**src/rtl/vending_change_pkg.sv**
```systemverilog
// Shared definitions for the vending_change change/refund dispenser.
//   state_e   : dispenser control states
//   COIN5_CR  : credit value of a 5-coin (credits are 5-unit steps)
//   COIN10_CR : credit value of a 10-coin
package vending_change_pkg;

  typedef enum logic [2:0] {
    ST_IDLE,
    ST_SELECT,
    ST_EJECT,
    ST_GAP,
    ST_FINISH,
    ST_FAULT
  } state_e;

  localparam int COIN5_CR  = 1;
  localparam int COIN10_CR = 2;

endpackage

```
**src/rtl/vending_change_stock.sv**
```systemverilog
// Saturating hopper stock counter, one instance per coin denomination.
//   clk, reset_n : clock, asynchronous active-low reset (loads INIT)
//   inc          : refill pulse, +1 (saturates at all-ones)
//   dec          : coin dispensed, -1 (never wraps below zero)
//   count        : current stock
// A refill and a dispense in the same cycle cancel out.
module vending_change_stock #(
  parameter int STOCK_W = 6,
  parameter int INIT    = 20
) (
  input  logic               clk,
  input  logic               reset_n,
  input  logic               inc,
  input  logic               dec,
  output logic [STOCK_W-1:0] count
);

  logic [STOCK_W-1:0] count_q, count_d;

  always_comb begin
    count_d = count_q;
    if (inc && !dec) begin
      if (count_q != '1) count_d = count_q + STOCK_W'(1);
    end else if (dec && !inc) begin
      if (count_q != '0) count_d = count_q - STOCK_W'(1);
    end
  end

  always_ff @(posedge clk or negedge reset_n) begin
    if (!reset_n) count_q <= STOCK_W'(INIT);
    else          count_q <= count_d;
  end

  assign count = count_q;

endmodule

```
**src/rtl/vending_change.sv**
```systemverilog
// Change/refund dispenser: turns a credit amount into a sequence of
// coin10/coin5 ejection requests (greedy, 10-coins first) to the hopper,
// tracking hopper stock and reporting completion or shortfall.
//
// Ports:
//   clk, reset_n          : clock, asynchronous active-low reset
//   start, amount         : refund request (sampled only when idle)
//   coin_ack              : hopper confirms the current coin was ejected
//   refill5, refill10     : +1 stock pulses
//   coin5_out, coin10_out : ejection requests, held until coin_ack
//   busy                  : dispenser not idle
//   done / short          : one-cycle completion / shortfall pulses
//   remain                : credits still owed
//   stock5, stock10       : current hopper stock counts
//
// Build option: define ACK_TIMEOUT_EN to abandon a coin that is not
// acknowledged within TIMEOUT_CYCLES and report a shortfall. Without it
// the dispenser waits for coin_ack indefinitely.
module vending_change
  import vending_change_pkg::*;
#(
  parameter int AMT_W        = 4,
  parameter int STOCK_W      = 6,
  parameter int STOCK5_INIT  = 20,
  parameter int STOCK10_INIT = 20,
  parameter int GAP_CYCLES   = 2
`ifdef ACK_TIMEOUT_EN
  ,
  parameter int TIMEOUT_CYCLES = 255
`endif
) (
  input  logic               clk,
  input  logic               reset_n,
  input  logic               start,
  input  logic [AMT_W-1:0]   amount,
  input  logic               coin_ack,
  input  logic               refill5,
  input  logic               refill10,
  output logic               coin5_out,
  output logic               coin10_out,
  output logic               busy,
  output logic               done,
  output logic               short,
  output logic [AMT_W-1:0]   remain,
  output logic [STOCK_W-1:0] stock5,
  output logic [STOCK_W-1:0] stock10
);

  localparam int GAP_W = (GAP_CYCLES > 1) ? $clog2(GAP_CYCLES) : 1;
  localparam logic [AMT_W-1:0] CR5  = AMT_W'(COIN5_CR);
  localparam logic [AMT_W-1:0] CR10 = AMT_W'(COIN10_CR);

  state_e             state_q, state_d;
  logic [AMT_W-1:0]   remain_q, remain_d;
  logic               sel10_q, sel10_d;   // coin being ejected: 1 = 10-coin
  logic [GAP_W-1:0]   gap_q, gap_d;
  logic               dec5, dec10;

`ifdef ACK_TIMEOUT_EN
  localparam int TMO_W = $clog2(TIMEOUT_CYCLES + 1);
  logic [TMO_W-1:0]   tmo_q, tmo_d;
`endif

  always_comb begin
    state_d  = state_q;
    remain_d = remain_q;
    sel10_d  = sel10_q;
    gap_d    = gap_q;
    dec5     = 1'b0;
    dec10    = 1'b0;
`ifdef ACK_TIMEOUT_EN
    // Cleared outside EJECT so every coin gets a fresh timeout window.
    tmo_d    = '0;
`endif
    case (state_q)
      ST_IDLE: begin
        if (start) begin
          remain_d = amount;
          state_d  = (amount == '0) ? ST_FINISH : ST_SELECT;
        end
      end
      ST_SELECT: begin
        if (remain_q == '0) begin
          state_d = ST_FINISH;
        end else if (remain_q >= CR10 && stock10 != '0) begin
          sel10_d = 1'b1;
          state_d = ST_EJECT;
        end else if (stock5 != '0) begin
          sel10_d = 1'b0;
          state_d = ST_EJECT;
        end else begin
          state_d = ST_FAULT;
        end
      end
      ST_EJECT: begin
        if (coin_ack) begin
          remain_d = remain_q - (sel10_q ? CR10 : CR5);
          dec10    = sel10_q;
          dec5     = !sel10_q;
          gap_d    = GAP_W'(GAP_CYCLES - 1);
          state_d  = ST_GAP;
        end
`ifdef ACK_TIMEOUT_EN
        else if (tmo_q == TMO_W'(TIMEOUT_CYCLES - 1)) begin
          // Coin abandoned: nothing paid, stock untouched.
          state_d = ST_FAULT;
        end else begin
          tmo_d = tmo_q + TMO_W'(1);
        end
`endif
      end
      ST_GAP: begin
        if (gap_q == '0) state_d = ST_SELECT;
        else             gap_d   = gap_q - GAP_W'(1);
      end
      ST_FINISH: state_d = ST_IDLE;
      // remain keeps the unpaid credits until the next start reloads it.
      ST_FAULT:  state_d = ST_IDLE;
      default:   state_d = ST_IDLE;
    endcase
  end

  always_ff @(posedge clk or negedge reset_n) begin
    if (!reset_n) begin
      state_q  <= ST_IDLE;
      remain_q <= '0;
      sel10_q  <= 1'b0;
      gap_q    <= '0;
    end else begin
      state_q  <= state_d;
      remain_q <= remain_d;
      sel10_q  <= sel10_d;
      gap_q    <= gap_d;
    end
  end

`ifdef ACK_TIMEOUT_EN
  always_ff @(posedge clk or negedge reset_n) begin
    if (!reset_n) tmo_q <= '0;
    else          tmo_q <= tmo_d;
  end
`endif

  vending_change_stock #(
    .STOCK_W (STOCK_W),
    .INIT    (STOCK5_INIT)
  ) u_stock5 (
    .clk     (clk),
    .reset_n (reset_n),
    .inc     (refill5),
    .dec     (dec5),
    .count   (stock5)
  );

  vending_change_stock #(
    .STOCK_W (STOCK_W),
    .INIT    (STOCK10_INIT)
  ) u_stock10 (
    .clk     (clk),
    .reset_n (reset_n),
    .inc     (refill10),
    .dec     (dec10),
    .count   (stock10)
  );

  assign coin10_out = (state_q == ST_EJECT) && sel10_q;
  assign coin5_out  = (state_q == ST_EJECT) && !sel10_q;
  assign busy       = (state_q != ST_IDLE);
  assign done       = (state_q == ST_FINISH);
  assign short      = (state_q == ST_FAULT);
  assign remain     = remain_q;

endmodule

```
**config.mk**
```make
export PLATFORM = sky130hd
export DESIGN_NAME = vending_change
export DESIGN_NICKNAME = d
export VERILOG_FILES = /design/src/rtl/vending_change_pkg.sv /design/src/rtl/vending_change_stock.sv /design/src/rtl/vending_change.sv
export SDC_FILE = /design/constraint.sdc
export NUM_CORES = 1
export LEC_CHECK = 0
export CAP_MARGIN = 20
export CORE_UTILIZATION = 45
export CTS_CLUSTER_SIZE = 40
export DETAILED_ROUTE_END_ITERATION = 10
export PLACE_DENSITY = 0.71
export SETUP_SLACK_MARGIN = 0.3
export SLEW_MARGIN = 40
export SYNTH_ARGS = -nofsm -noshare
export SYNTH_HDL_FRONTEND = slang
export SYNTH_SLANG_ARGS = --single-unit
```
**constraint.sdc**
```tcl
create_clock -name clk -period 4.1 [get_ports clk]
set_input_delay 0.41 -clock clk [delete_from_list [all_inputs] [get_ports clk]]
set_output_delay 0.41 -clock clk [all_outputs]
set_load 0.01 [all_outputs]
```
==> metrics.txt, run 1 <==
final hold viol count 0; CTS tree done; minimum clock period after layout approximately 2900 ps; PD cells 833 mW/mm^2; clk_skew 5.71 ps; worst min-delay path category in2async; Crit. End Element flip-flop; required time worst endpoint about 4300 ps; antenna viol nets, final 0; largest net degree at the start of global routing 22; Max Fclk 347 MHz; Port Buffers 30; Antenna Cells 0; number of global-route vias before repair 1276; Yosys reg bits 21; Final Slew Violations 0; Tightest Pin Transition ~720 ps; Post-synth EDFFs 0; I/O Pins 31; Pre-Repair DR Iteration Count 4; sequential area share after synthesis 0.349; Core ar. 0.00313 sq mm; syn nets 177; maximum root-to-sink buffer count 2; vias per cell between 5 and 6; # setup viols final 0; die area about 0.0036 sq mm; CTS sink count 21; Hold Buf Count CTS 0; Post-route DRC 0; postcts setup bufs 0; Worst EP arrival between 3000 and 4000 ps; Post-synth ARST share 1.00; drt initial violations 69; first-pass GRT wire length a little under 6 mm; CTS root buf clkbuf_4; routability congestion estimate roughly 0.93; syn_area_per_cell about 9.9 sq um; initial core utilization 0.486; Clock Latency Late Sink 310 ps; WL/cell ~15 um; CP Class in2reg; status complete, no violations; max_cap viols 0; crit path launch type primary input; GRT Overall Usage 0.221; Setup WS post-layout about 1200 ps; CP Max Fanout 7; post-synth top area share 0.280; top post-synthesis cells by area dfrtp_1, ha_1, dfstp_2, mux2_2, a21oi_1; initial antenna violation count 0; leakage power approximately 0.75 nW; R2R Setup Slk roughly 1300 ps; fin crit share 0.703; post-synthesis cell count ~150; Nets approximately 210; CTS H-tree lvls 1; Ys Warns 0; Clock transition at path regs roughly 120 ps; RSZ-0062 raised after global routing false; Cell Area, Synth approximately 0.0015 sq mm; slew margin rel. 0.518; height of the die between 60 and 70 um; total negative slack 0 ps; commonest cells in the netlist dfrtp_1, a21oi_1, nor2_1; Most used DFF post-synth dfrtp_1; synth unique cells 47; # resized after CTS 0; Die Span X about 60 um; total congestion overflow 0; Yosys top cell by area dfrtp_1; WL final around 3.4 mm; area grow syn2layout 23.5%; peak supply drop around 0.44 mV; most common cell in the netlist dfrtp_1; FP Rows 20; vias post-DR 1318; post-DP HPWL between 2 and 3 mm; share of cells above drive strength 1 0.120; number of CTS-inserted buffers 3; dpl ws around 910 ps
-- metrics by stage --
stage | hold slack (ps) | instance area (sq um) | util | std cells | total power, mW
finish | 37.8 | 1880 | 0.600 | 228 | 1.56
global route | 64.4 | 1880 | 0.600 | 228 | 1.72
detailed placement | 397 | 1850 | 0.592 | 224 | 1.46
global placement | 511 | 1860 | 0.593 | 224 | 1.42
CTS | 54.9 | 1880 | 0.600 | 228 | 1.57
floorplan | 114 | 1520 | - | 154 | 1.12
-- registers in the layout, summed over array words and instances (netlist names) --
signal / flops
remain: 4
sel10_q: 1
u_stock5.count: 6
gap_q: 1
state_q: 3
u_stock10.count: 6
-- cell families (layout without fill, tap and decap cells) --
family                     Yosys count  in the layout  share of synthesized area
AOI/OAI and AO/OA                   46             46                      0.207
and+or+nand+nor                     42             42                      0.166
DFF                                 21             21                      0.349
buffers and inverters               14             44                     0.0379
adders and majority gates           13             13                      0.122
xor gates and xnor gates             9              9                     0.0519
muxes                                9              9                     0.0658
-- worst paths after layout --
kind | from | endpoint | depth (start not counted)
worst max-delay path | coin_ack | u_stock5.count[5] | 8
worst min-delay path | reset_n | u_stock5.count[3] | 1
worst max register to register | state_q[0] | u_stock5.count[5] | 7
worst min register to register | u_stock10.count[5] | u_stock10.count[5] | 1
max in group asynchronous | reset_n | u_stock5.count[2] | 1
min in group clk | u_stock10.count[5] | u_stock10.count[5] | 1
-- where the power goes --
group          leakage (nW)  internal (mW)  switching (mW)
Sequential            0.242          0.331           0.163
Clock                0.0150         0.0380          0.0652
Combinational         0.489          0.511           0.455
-- layer usage --
metal / track usage / routed length, um / vias to the layer above
met3: 0.0216 / 100 / 7
met4: 0.0797 / 55 / 0
met5: 0 / 0 / -
met1: 0.273 / 1520 / 642
met2: 0.396 / 1700 / 30
li1: - / - / 639
-- critical path: stages --
cell	delay, ps
clkdlybuf4s50_1	570
nand4bb_4	170
o21ai_0	610
ha_1	360
a21oi_1	240
o211ai_1	150
or4b_1	510
o211ai_1	90
-- cell type report --
| cell class | instances | area [sq um] |
|---|---|---|
| Multi-Input combinational cell | 119 | 932 |
| Timing Repair Buffer | 30 | 295 |
| Fill cell | 280 | 1250 |
| Inverter | 10 | 37.5 |
| Tap cell | 44 | 55.1 |
| Sequential cell | 21 | 531 |
| Clock buffer | 4 | 26.3 |
-- layout by cell type (no fill, tap or decap), drive strengths merged, types with 2 or more instances in the layout --
cell type / instances
clkdlybuf4s50: 29
dfrtp: 17
a21oi: 13
nor2: 11
inv: 10
ha: 10
mux2: 8
o21ai: 6
nand2: 6
xor2: 6
nand3: 4
dfstp: 4
clkbuf: 4
nand4: 3
nor3b: 3
a211oi: 3
xnor2: 3
o211ai: 3
fa: 3
and2: 2
nor4: 2
o221ai: 2
o21a: 2
a31oi: 2
nor3: 2
a21o: 2
o21bai: 2
or3: 2
Note: power is estimated with default switching activity, not from simulation.
==> run 2: changes to the inputs <==
PLACE_DENSITY = 0.74   (was 0.71)
clock period = 2.6 ns   (was 4.1 ns; I/O delays follow)
==> metrics.txt, run 2 (synthesis results as in run 1) <==
status complete, no violations; die area 0.00361 sq mm (unchanged); antenna viol nets, final 0 (unchanged); Pre-Repair DR Iteration Count 4 (unchanged); switch share 0.433 (-0.00425); first-pass GRT wire length 5.73 mm (-3.5%); slew margin rel. 0.678 (+0.160); CTS H-tree lvls 1 (unchanged); Die Span X 60.1 um (unchanged); NetSw 1.09 mW (+59%); CP Max Fanout 7 (unchanged); number of CTS-inserted buffers 3 (unchanged); CTS root buf clkbuf_4; CTS tree done; share of cells above drive strength 1 0.172 (+0.0523); footprint of the multi-input gates 938 sq um (+0.67%); Buf+Inv Stages, Crit Path 0 (-1); maximum root-to-sink buffer count 2 (unchanged); max_cap viols 0 (unchanged); CTS sink count 21 (unchanged); # setup viols final 0 (unchanged); Core ar. 0.00313 sq mm (unchanged); clk_skew 1.12 ps (-4.59 ps); crit path launch type flip-flop; minimum clock period after layout roughly 2200 ps; Port Buffers 30 (unchanged); CP peak stage delay 520 ps (-90 ps); total congestion overflow 0 (unchanged); WL/cell 14.2 um (-4.3%); Max Fclk 452 MHz; height of the die 60.1 um (unchanged); worst min-delay path category in2async; vias post-DR 1324 (+0.46%); PD cells 1290 mW/mm^2 (+55%); CP dominant cell by count o211ai_1; leakage power 0.821 nW (+9.9%); Crit. End Element flip-flop; required time worst endpoint 2830 ps (-1510 ps); vias per cell 5.61 (-3.0%); initial core utilization 0.486 (unchanged); most common cell after layout, fill and taps aside clkdlybuf4s50_1; FF+latch area 532 sq um (+0.24%); total negative slack 0 ps (unchanged); Nets 216 (+3.8%); I/O Pins 31 (unchanged); placed cells 232 (+3.6%); most frequent cells in the layout clkdlybuf4s50_1, dfrtp_1, a21oi_1, nor2_1, ha_1; slowest cell on the critical path or4b_1; WL final 3.35 mm (-0.98%); Clock transition at path regs 130 ps (about the same); Largest delay share family, worst path simple AND/OR/NAND/NOR gates; peak supply drop 0.761 mV (+72%); Antenna Cells 0 (unchanged); Fillers 279 (-0.36%); Sequential Power Share 0.301 (-0.015); largest net degree at the start of global routing 22 (unchanged); routability congestion estimate 0.911 (-2.1%); RSZ-0062 raised after global routing true; fin crit share 0.850; area grow syn2layout 28.6%; cell-internal power 1.43 mW (+62%); CP Cell Sequence nand4bb_4, o21ai_2, ha_1, a21oi_1, o211ai_1, or4b_1, o211ai_1; Post-route DRC 0 (unchanged); initial antenna violation count 0 (unchanged); GRT Overall Usage 0.209 (-0.0120); Worst EP arrival 2450 ps (-670 ps); final hold viol count 0 (unchanged); Final Slew Violations 0 (unchanged); clock power share 0.065 (about the same); drt initial violations 52 (-25%); FP Rows 20 (unchanged); CP Class reg2reg; Tightest Pin Transition 482 ps (-233 ps); postcts setup bufs 0 (unchanged); number of global-route vias before repair 1327 (+4.0%); final cell count without fillers 236 (+3.5%); Gate power share 0.634 (+0.016); post-DP HPWL 2.58 mm (-2.9%); Clock Latency Late Sink 300 ps (about the same)
run 2: final cells by class:
class / instances / area share
Sequential cell: 21 / 0.272
Clock buffer: 3 / 0.0115
Inverter: 10 / 0.0192
Tap cell: 44 / 0.0282
Timing Repair Buffer: 38 / 0.187
Clock inverter: 1 / 0.00256
Multi-Input combinational cell: 119 / 0.480
run 2: worst reg2reg max path, stage by stage (launching register included):
cell	delay [ps]
dfrtp_1	400
nand4bb_4	280
o21ai_2	170
ha_1	250
a21oi_1	270
o211ai_1	160
or4b_1	520
o211ai_1	90
run 2: power by group through the flow:
| stage | Clock (mW) | Sequential, mW | Combinational [mW] |
|---|---|---|---|
| 6_report | 0.164 | 0.758 | 1.60 |
| 5_1_grt | 0.190 | 0.791 | 1.78 |
| 4_1_cts | 0.170 | 0.753 | 1.60 |
| 3_5_place_dp | 0 | 0.760 | 1.59 |
| 3_3_place_gp | 0 | 0.751 | 1.53 |
| 2_1_floorplan | 0 | 0.760 | 1.01 |
run 2: worst paths after layout:
kind                                     from                 end  slack (ps)  cells after the start
max                                state_q[2]   u_stock5.count[5]         390                      7
min                                   reset_n           remain[2]         290                      2
max reg2reg                        state_q[2]   u_stock5.count[5]         390                      7
min reg2reg                u_stock10.count[5]  u_stock10.count[5]         540                      1
max in group asynchronous             reset_n   u_stock5.count[4]        2030                      2
min in group clk           u_stock10.count[5]  u_stock10.count[5]         540                      1
run 2: through the flow:
step	area (sq um)	power, mW	setup WS (ps)	hold WS (ps)	utilization
6_report	1960	2.52	389	289	0.625
5_1_grt	1960	2.76	281	288	0.625
4_1_cts	1950	2.53	326	297	0.622
3_5_place_dp	1920	2.35	61.9	521	0.612
3_3_place_gp	1920	2.28	131	514	0.612
2_1_floorplan	1520	1.77	322	-35.6	-
run 2: routing by layer:
layer / routed length, um / global-route usage / vias up
li1: - / - / 661
met3: 101 / 0.0260 / 2
met4: 21 / 0.0897 / 0
met2: 1670 / 0.353 / 23
met5: 0 / 0 / -
met1: 1550 / 0.267 / 638
run 2: timing repair:
item                                    4_1_cts  5_1_grt
hold buffers                                  0        0
hold endpoints to repair                      0        0
gates resized for setup                       1        5
endpoints found under the setup margin        2        4
==> patch: new RTL, settings of run 2 <==
The option `ACK_TIMEOUT_EN` is turned on by a define.
--- a/src/rtl/vending_change.sv
+++ b/src/rtl/vending_change.sv
@@ -18,2 +18,4 @@
 // the dispenser waits for coin_ack indefinitely.
+`define ACK_TIMEOUT_EN
+
 module vending_change
Function: same outputs for any inputs over 10 cycles, from zero or initial values and one cycle with reset_n low; that may be too few to reach the edited logic, so the function may still have changed.
==> patch against run 2 <==
- clock skew increased by 5.8 ps
- worst hold slack gained 77 ps
- wire length is 36% higher
- synthesized area grew 31%
- non-clock buffer count grew 11
- total power grew 32%
- worst setup slack worse by 74 ps
- synthesized cell count is 28% higher
- sequential cell count rose by 8
- final area rose by 36%
- count of clock-buffer cells in the layout increased by 3
- maximum frequency decreased by 3.2%
- critical path type unchanged
- largest cell class unchanged
==> patch: results (changes against run 2) <==
PwrDens - 1250 nW/um^2 (was 1290 nW/um^2)
Reg2reg path depth - 8 (was 7)
Leak - 1.12 nW (was 0.821 nW)
Multi-input gate area - 1300 um^2 (was 938 um^2)
Outcome - complete, no violations (unchanged)
First-pass GRT wire length - 7.70 mm (was 5.73 mm)
Nets@finish - 272 (was 216)
Fill cells - 348 (was 279)
Drt pass-1 iters - 4 (unchanged)
Largest net degree at the start of global routing - 30 (was 22)
Seq/Total Area, Yosys - 36.7% (was 34.9%)
Combinational fraction of design power - 61.4% (was 63.4%)
Synthesized Nets - 222 (was 177)
Synth cell count leaders - dfrtp_1, nor2_1, a21oi_1 (was dfrtp_1, a21oi_1, nor2_1)
Max VDD drop - 0.714 mV (was 0.761 mV)
Hpwl dp - 3.18 mm (was 2.58 mm)
Clk cell area share - 3.10% (was 1.41%)
Clock slew at reported path FFs - 70 ps (was 130 ps)
Placer Congestion - 0.848 (was 0.911)
Crit-path slowest cell - a2111o_1 (was or4b_1)
Max Fanout on Critical Path - 5 (was 7)
Clock buffer count - 6 (was 3)
Root buffer cell - clkbuf_8 (was clkbuf_4)
Buffering overhead - 16.7% (was 18.7%)
Synth cell types - 52 (was 47)
CTS H-tree depth - 2 (was 1)
N_taps - 50 (was 44)
Arr. time, crit path - 2480 ps (was 2450 ps)
CP peak stage delay - 420 ps (was 520 ps)
Reg area - 731 um^2 (was 532 um^2)
Buffers outside the clock class - 49 (was 38)
Total Wirelength - 4.54 mm (was 3.35 mm)
Clock skew - 6.88 ps (was 1.12 ps)
Routed via count - 1,682 (was 1,324)
Placed Area - 2500 um^2 (was 1920 um^2)
Main area contributors after synthesis - dfrtp_1, ha_1, dfstp_2 (unchanged)
Inverters, non-clock - 9 (was 10)
Tot GR Track Use - 22.3% (was 20.9%)
==> patch: metrics by stage <==
| step | hold WS (ps) | util, % | setup TNS (ps) | std cells | setup slack [ps] |
|---|---|---|---|---|---|
| finish | 367 | 64.7 | 0 | 298 | 315 |
| global route | 418 | 64.7 | 0 | 298 | 217 |
| CTS | 382 | 64.1 | 0 | 298 | 308 |
| detailed placement | 525 | 60.8 | -20.7 | 290 | -20.7 |
| global placement | 514 | 60.8 | 0 | 290 | 19.0 |
| floorplan | -35.6 | - | 0 | 197 | 171 |
==> patch: worst paths after layout <==
kind                       slack, ps            endpoint        from
setup / recovery                 310  u_stock10.count[5]  state_q[2]
hold / removal                   370  u_stock10.count[3]     reset_n
setup reg to reg                 310  u_stock10.count[5]  state_q[2]
hold reg to reg                  540               gap_q       gap_q
max in group asynchronous       1920  u_stock10.count[4]     reset_n
min in group clk                 430               gap_q    coin_ack
==> patch: layer usage <==
metal,wire [um],up-vias,GRT usage (%)
li1,-,831,-
met1,2080,809,27.8
met2,2200,33,37.3
met3,161,9,4.11
met4,90,0,10.2
met5,0,-,0
==> patch: cell families after synthesis <==
kind of cell | after synthesis | share of synthesized area [%]
compound gates | 47 | 17.5
xor+xnor | 14 | 6.16
fa+ha+maj | 15 | 10.6
buf+inv | 15 | 3.58
flops | 29 | 36.7
mux | 9 | 5.66
simple gates | 68 | 19.7
==> patch: worst max-delay path: cells and delay by family (launching register included) <==
family | cells | cell delay [ps]
compound gates | 3 | 880
fa+ha+maj | 1 | 210
flops | 1 | 370
simple gates | 4 | 740
==> patch: repair_timing <==
item / 4_1_cts / 5_1_grt
setup endpoints to repair: 1 / 2
resized for setup: 5 / 5
pin swaps: 1 / 1
